==> config.mk <==
export PLATFORM = sky130hd
export DESIGN_NAME = regfile_writeback
export DESIGN_NICKNAME = d
export VERILOG_FILES = /design/src/rtl/regfile_writeback.sv
export SDC_FILE = /design/constraint.sdc
export NUM_CORES = 1
export LEC_CHECK = 0
export CORE_MARGIN = 1
export CORE_UTILIZATION = 57
export DETAILED_ROUTE_END_ITERATION = 10
export GPL_ROUTABILITY_DRIVEN = 1
export GPL_TIMING_DRIVEN = 0
export PLACE_DENSITY = 0.82
export SYNTH_ARGS = -nofsm -noshare
export SYNTH_HDL_FRONTEND = slang
export SYNTH_SLANG_ARGS = --single-unit
==> constraint.sdc <==
create_clock -name clk -period 4.65 [get_ports clk]
set_input_delay 0.93 -clock clk [delete_from_list [all_inputs] [get_ports clk]]
set_output_delay 0.93 -clock clk [all_outputs]
set_load 0.005 [all_outputs]
==> src/rtl/regfile_writeback.sv <==
// Write-back producer for the register file: merges ALU and load results through a small
// FIFO, drains one write per cycle, and exposes a pending scoreboard plus a bypass lookup.
module regfile_writeback #(
  parameter int DATA_W = 32,
  parameter int ADDR_W = 5,
  parameter int DEPTH  = 4
) (
  input  logic                      clk,
  input  logic                      rst_n,
  input  logic                      i_alu_valid,
  output logic                      o_alu_ready,
  input  logic [ADDR_W-1:0]         i_alu_addr,
  input  logic [DATA_W-1:0]         i_alu_data,
  input  logic                      i_mem_valid,
  output logic                      o_mem_ready,
  input  logic [ADDR_W-1:0]         i_mem_addr,
  input  logic [DATA_W-1:0]         i_mem_data,
  input  logic [1:0]                i_ld_size,
  input  logic                      i_ld_signed,
  input  logic [1:0]                i_ld_off,
  output logic                      o_reg_en,
  output logic [ADDR_W-1:0]         o_reg_aw,
  output logic [DATA_W-1:0]         o_reg_din,
  output logic [(2**ADDR_W)-1:0]    o_pending,
  input  logic [ADDR_W-1:0]         i_byp_addr,
  output logic                      o_byp_hit,
  output logic [DATA_W-1:0]         o_byp_data,
  output logic [$clog2(DEPTH):0]    o_count
);

  localparam int PTR_W = $clog2(DEPTH);
  localparam int CNT_W = PTR_W + 1;

  logic [ADDR_W-1:0] r_addr [DEPTH];
  logic [DATA_W-1:0] r_data [DEPTH];
  logic [PTR_W-1:0]  r_wptr;
  logic [PTR_W-1:0]  r_rptr;
  logic [CNT_W-1:0]  r_count;

  logic [CNT_W:0]    w_sum;
  logic              w_mem_push;
  logic              w_alu_push;
  logic              w_pop;
  logic [PTR_W-1:0]  w_alu_slot;
  logic [PTR_W-1:0]  w_idx;
  logic [7:0]        w_byte;
  logic [15:0]       w_half;
  logic [DATA_W-1:0] w_ld;

  assign o_count     = r_count;
  assign o_mem_ready = (r_count < CNT_W'(DEPTH));
  // The same-cycle pop is deliberately not credited, so readiness depends only on occupancy.
  assign w_sum       = {1'b0, r_count} + (CNT_W+1)'(i_mem_valid & o_mem_ready);
  assign o_alu_ready = (w_sum < (CNT_W+1)'(DEPTH));

  assign w_mem_push = i_mem_valid & o_mem_ready & (i_mem_addr != '0);
  assign w_alu_push = i_alu_valid & o_alu_ready & (i_alu_addr != '0);
  assign w_pop      = (r_count != '0);
  assign w_alu_slot = r_wptr + PTR_W'(w_mem_push);

  assign w_byte = i_mem_data[{i_ld_off, 3'b000} +: 8];
  assign w_half = i_mem_data[{i_ld_off[1], 4'b0000} +: 16];

  always_comb begin
    case (i_ld_size)
      2'b00:   w_ld = {{(DATA_W-8){i_ld_signed & w_byte[7]}}, w_byte};
      2'b01:   w_ld = {{(DATA_W-16){i_ld_signed & w_half[15]}}, w_half};
      default: w_ld = i_mem_data;
    endcase
  end

  // Storage needs no reset; only the pointers and count define which entries are live.
  always_ff @(posedge clk) begin
    if (w_mem_push) begin
      r_addr[r_wptr] <= i_mem_addr;
      r_data[r_wptr] <= w_ld;
    end
    if (w_alu_push) begin
      r_addr[w_alu_slot] <= i_alu_addr;
      r_data[w_alu_slot] <= i_alu_data;
    end
  end

  always_ff @(posedge clk or negedge rst_n) begin
    if (!rst_n) begin
      r_wptr    <= '0;
      r_rptr    <= '0;
      r_count   <= '0;
      o_reg_en  <= 1'b0;
      o_reg_aw  <= '0;
      o_reg_din <= '0;
    end else begin
      r_wptr  <= r_wptr + PTR_W'(w_mem_push) + PTR_W'(w_alu_push);
      r_rptr  <= r_rptr + PTR_W'(w_pop);
      r_count <= r_count + CNT_W'(w_mem_push) + CNT_W'(w_alu_push) - CNT_W'(w_pop);
      if (w_pop) begin
        o_reg_en  <= 1'b1;
        o_reg_aw  <= r_addr[r_rptr];
        o_reg_din <= r_data[r_rptr];
      end else begin
        o_reg_en  <= 1'b0;
      end
    end
  end

  // Scan oldest to youngest so the last match (the youngest write) wins.
  always_comb begin
    o_pending  = '0;
    o_byp_hit  = 1'b0;
    o_byp_data = '0;
    w_idx      = '0;
    if (o_reg_en) begin
      o_pending[o_reg_aw] = 1'b1;
      if (o_reg_aw == i_byp_addr) begin
        o_byp_hit  = 1'b1;
        o_byp_data = o_reg_din;
      end
    end
    for (int i = 0; i < DEPTH; i++) begin
      w_idx = r_rptr + PTR_W'(i);
      if (CNT_W'(i) < r_count) begin
        o_pending[r_addr[w_idx]] = 1'b1;
        if (r_addr[w_idx] == i_byp_addr) begin
          o_byp_hit  = 1'b1;
          o_byp_data = r_data[w_idx];
        end
      end
    end
    if (i_byp_addr == '0) begin
      o_byp_hit  = 1'b0;
      o_byp_data = '0;
    end
  end

endmodule

==> summary.txt <==
Finish
  – ANT cells: 0
  – Area Growth Syn to Fin: 25.1%
  – Commonest cells after routing, fill and taps aside: nor2_1 (279), nand2_1 (189), clkdlybuf4s50_1 (177), edfxtp_1 (148), a21oi_1 (126)
  – Layout cells sized above 1: 0.214
  – Final nets: between 1,500 and 2,000
  – Commonest non-fill, non-tap cell in the layout: nor2_1

Timing
  – Fmax: 215 MHz
  – Relative slew slack: 0.0661
  – Final min period: roughly 4.6 ns
  – Fin crit share: 0.999
  – Setup TNS: 0 ns
  – RSZ-0062 raised after global routing: true
  – Least-Margin Pin Slew: 1.38 ns
  – Final Max Tran Viols: 0
  – Hold Vio Cnt, Final: 0
  – Final setup vio count: 0
  – Final hold slack: 0.565 ns
  – Clock skew: 0.0205 ns

Clock network
  – Clock slew at reported path FFs: approximately 0.080 ns
  – Root buf cell: clkbuf_16
  – TritonCTS clock tree: built
  – H-tree depth: 4
  – Clk_lat worst skew: approximately 0.47 ns
  – CTS max path bufs: 2
  – Clk sinks: 193
  – Total CTS buffers: 17

Critical path
  – Startpoint types: register
  – R2R Path End: r_data[1][13]$_DFFE_PP_
  – CP Buf/Inv Count: 5
  – Worst path arrival time: 3.71 ns
  – Most frequent CP cell: buf_12
  – CP peak stage delay: about 0.46 ns
  – CP Class: reg -> out
  – Worst-path cell chain: buf_6 -> buf_12 -> buf_12 -> mux2i_4 -> mux2i_4 -> o2111ai_4 -> o31a_4 -> buf_12 -> a221oi_2 -> o31ai_2 -> clkdlybuf4s50_1
  – Setup slack, reg-to-reg: 0.78 ns
  – R2r worst-path depth: 9
  – Start point of the critical path: r_rptr[0]$_DFF_PN0_
  – Critical Path Fanout Max: 10
  – Crit-path slowest cell: o31a_4
  – Top Family by Delay on Critical Path: compound AO/OA/AOI/OAI gates
  – Worst r2r src: o_count[1]$_DFF_PN0_
  – Critical Path Sink Type: output pin
  – Required @ worst endpoint: 3.72 ns

Routing
  – Drt first pass iters: 10
  – Post-route ant nets: 0
  – Vias: 15,400
  – Detailed router's first-iteration violation count: between 3,000 and 4,000
  – Via/cell ratio: 7.29
  – WL final: 58,000 µm
  – DRC viols: 0
  – WL per Instance: 27.4 µm

Floorplan
  – # rows: 59
  – Core area: 0.0261 mm²
  – Die Area: about 0.027 mm²
  – Die Width: between 150 and 200 µm
  – Die Y: 165 µm
  – Starting density of the core: 0.582
  – I/O pin total: 196

Status
  – Status: finished, final reports clean

Pwr
  – Tot Pwr: approximately 14 mW
  – Clock Power Share: 0.112
  – Int Power: 7.51 mW
  – Sw frac: 0.465
  – Flop pwr share: 0.228
  – Max IR drop VDD: ~0.47 mV
  – Pwr per Cell Area: 740 mW/mm²
  – Leakage: ~7.1 nW
  – Combinational Power Share: 0.660
  – Net load switching power: 6.52 mW

GRT
  – Pin count of the biggest net entering global routing: 30
  – Vias in the first global route: 14,700
  – Total Routing Usage GR: 0.420
  – First-pass GRT wire length: between 80,000 and 90,000 µm
  – Initial antenna violation count: 0
  – Total grt overflow: 0

Placed design
  – Last weighted congestion value of the routability-driven placer: 0.993
  – Port buffer count: 189
  – DP HPWL: 39,300 µm

Synth
  – Post-Syn Area: about 0.015 mm²
  – Post-synth EDFFs: 148
  – Cell variety after synth: 63
  – Post-synthesis sequential element count: 193
  – Synthesized area per cell: 9.90 µm²
  – Syn nets: approximately 1,600
  – Ys flop type: edfxtp_1
  – Mapped Cells: roughly 1,500
  – Post-synthesis async set-or-reset flop share: 0.233
  – Ys Warns: 0
  – Sequential area share after synthesis: 0.367

Hold path
  – HP Start: o_reg_din[25]$_DFFE_PN0N_
  – WHS Path Cells: 1
  – Hold Path End: o_reg_din[25]$_DFFE_PN0N_
  – Worst hold path class: reg -> reg

Job
  – Maxcap violations: 0
[final cells by class]
| class | count | area, µm² |
|---|---|---|
| plain buffers | 116 | 719 |
| repair buffers | 218 | 2250 |
| fillers | 1742 | 7090 |
| inverters | 17 | 63.8 |
| clock inverters | 15 | 200 |
| flip-flops and latches | 193 | 5570 |
| multi-input cells | 1205 | 9320 |
| well taps | 335 | 419 |
| clock buffers | 17 | 425 |
[metrics by stage]
stage          instance area (µm²)  instances   util  setup slack (ns)
3_3_place_gp                 17500       2056  0.671             -3.09
6_report                     19000       2116  0.728           0.00660
4_1_cts                      18400       2095  0.707          -0.00297
2_1_floorplan                15200       1532      -            0.0818
3_5_place_dp                 17600       2062  0.676            -0.201
5_1_grt                      19000       2116  0.728           -0.0737
[kinds of logic after synthesis]
family,synth area share
buffers and inverters,0.0430
AND/OR/NAND/NOR,0.157
flip-flops,0.367
AO/OA/AOI/OAI,0.192
adder cells (fa/ha/maj),0.00842
multiplexers,0.215
XOR/XNOR,0.0177
[sequential cells by signal, indices dropped and copies added (netlist names)]
| name | cells |
|---|---|
| r_wptr | 2 |
| r_addr | 20 |
| o_reg_en | 1 |
| o_reg_din | 32 |
| r_data | 128 |
| o_reg_aw | 5 |
| o_count | 3 |
| r_rptr | 2 |
[how the worst max path moves through the flow]
| stage | end | slack, ns | depth (start not counted) |
|---|---|---|---|
| after floorplan | r_addr[0][0]$_DFFE_PP_ | 0.08 | 4 |
| after global placement | r_addr[0][2]$_DFFE_PP_ | -3.09 | 5 |
| after detailed placement | r_data[1][7]$_DFFE_PP_ | -0.20 | 9 |
| after CTS | o_byp_data[13] | -0.003 | 10 |
| after global routing | o_byp_data[9] | -0.07 | 11 |
| final | o_byp_data[9] | 0.007 | 11 |
[routing by layer]
layer,share of wire,GRT usage
met3,0.15,0.134
met1,0.33,0.515
met2,0.45,0.657
met5,0.00040,0.00947
met4,0.067,0.226
[power by group through the flow]
stage	sequential [mW]	combinational (mW)	clock, mW
2_1_floorplan	3.04	5.25	0
3_3_place_gp	3.17	8.06	0
3_5_place_dp	3.17	8.33	0
4_1_cts	3.15	8.52	1.54
5_1_grt	3.25	9.68	1.61
6_report	3.20	9.26	1.57
[synthesized netlist by cell type, types with 17 or more instances]
master    count  area share
o21ai_0      70       0.023
clkbuf_1     60       0.015
xnor2_1      17      0.0098
buf_2        37       0.012
a21oi_1     127       0.042
o31ai_2      27       0.022
mux4_2       79        0.12
nand2_1     191       0.047
nor2_1      281       0.070
a22oi_1      62       0.031
mux2_2       72       0.053
a32oi_1      30       0.017
a221oi_2     30       0.030
mux2i_1      43       0.028
dfrtp_1      45       0.074
inv_1        17      0.0042
nand3_1      33       0.011
edfxtp_1    148        0.29
[repair_timing]
item / in CTS / in global routing
buffers inserted: 1 / 20
pin swaps: 3 / 12
hold buffers: 0 / 0
gates resized for setup: 50 / 80
gates cloned: 0 / 2
endpoints found under the setup margin: 57 / 35
Note: power is estimated with default switching activity, not from simulation.
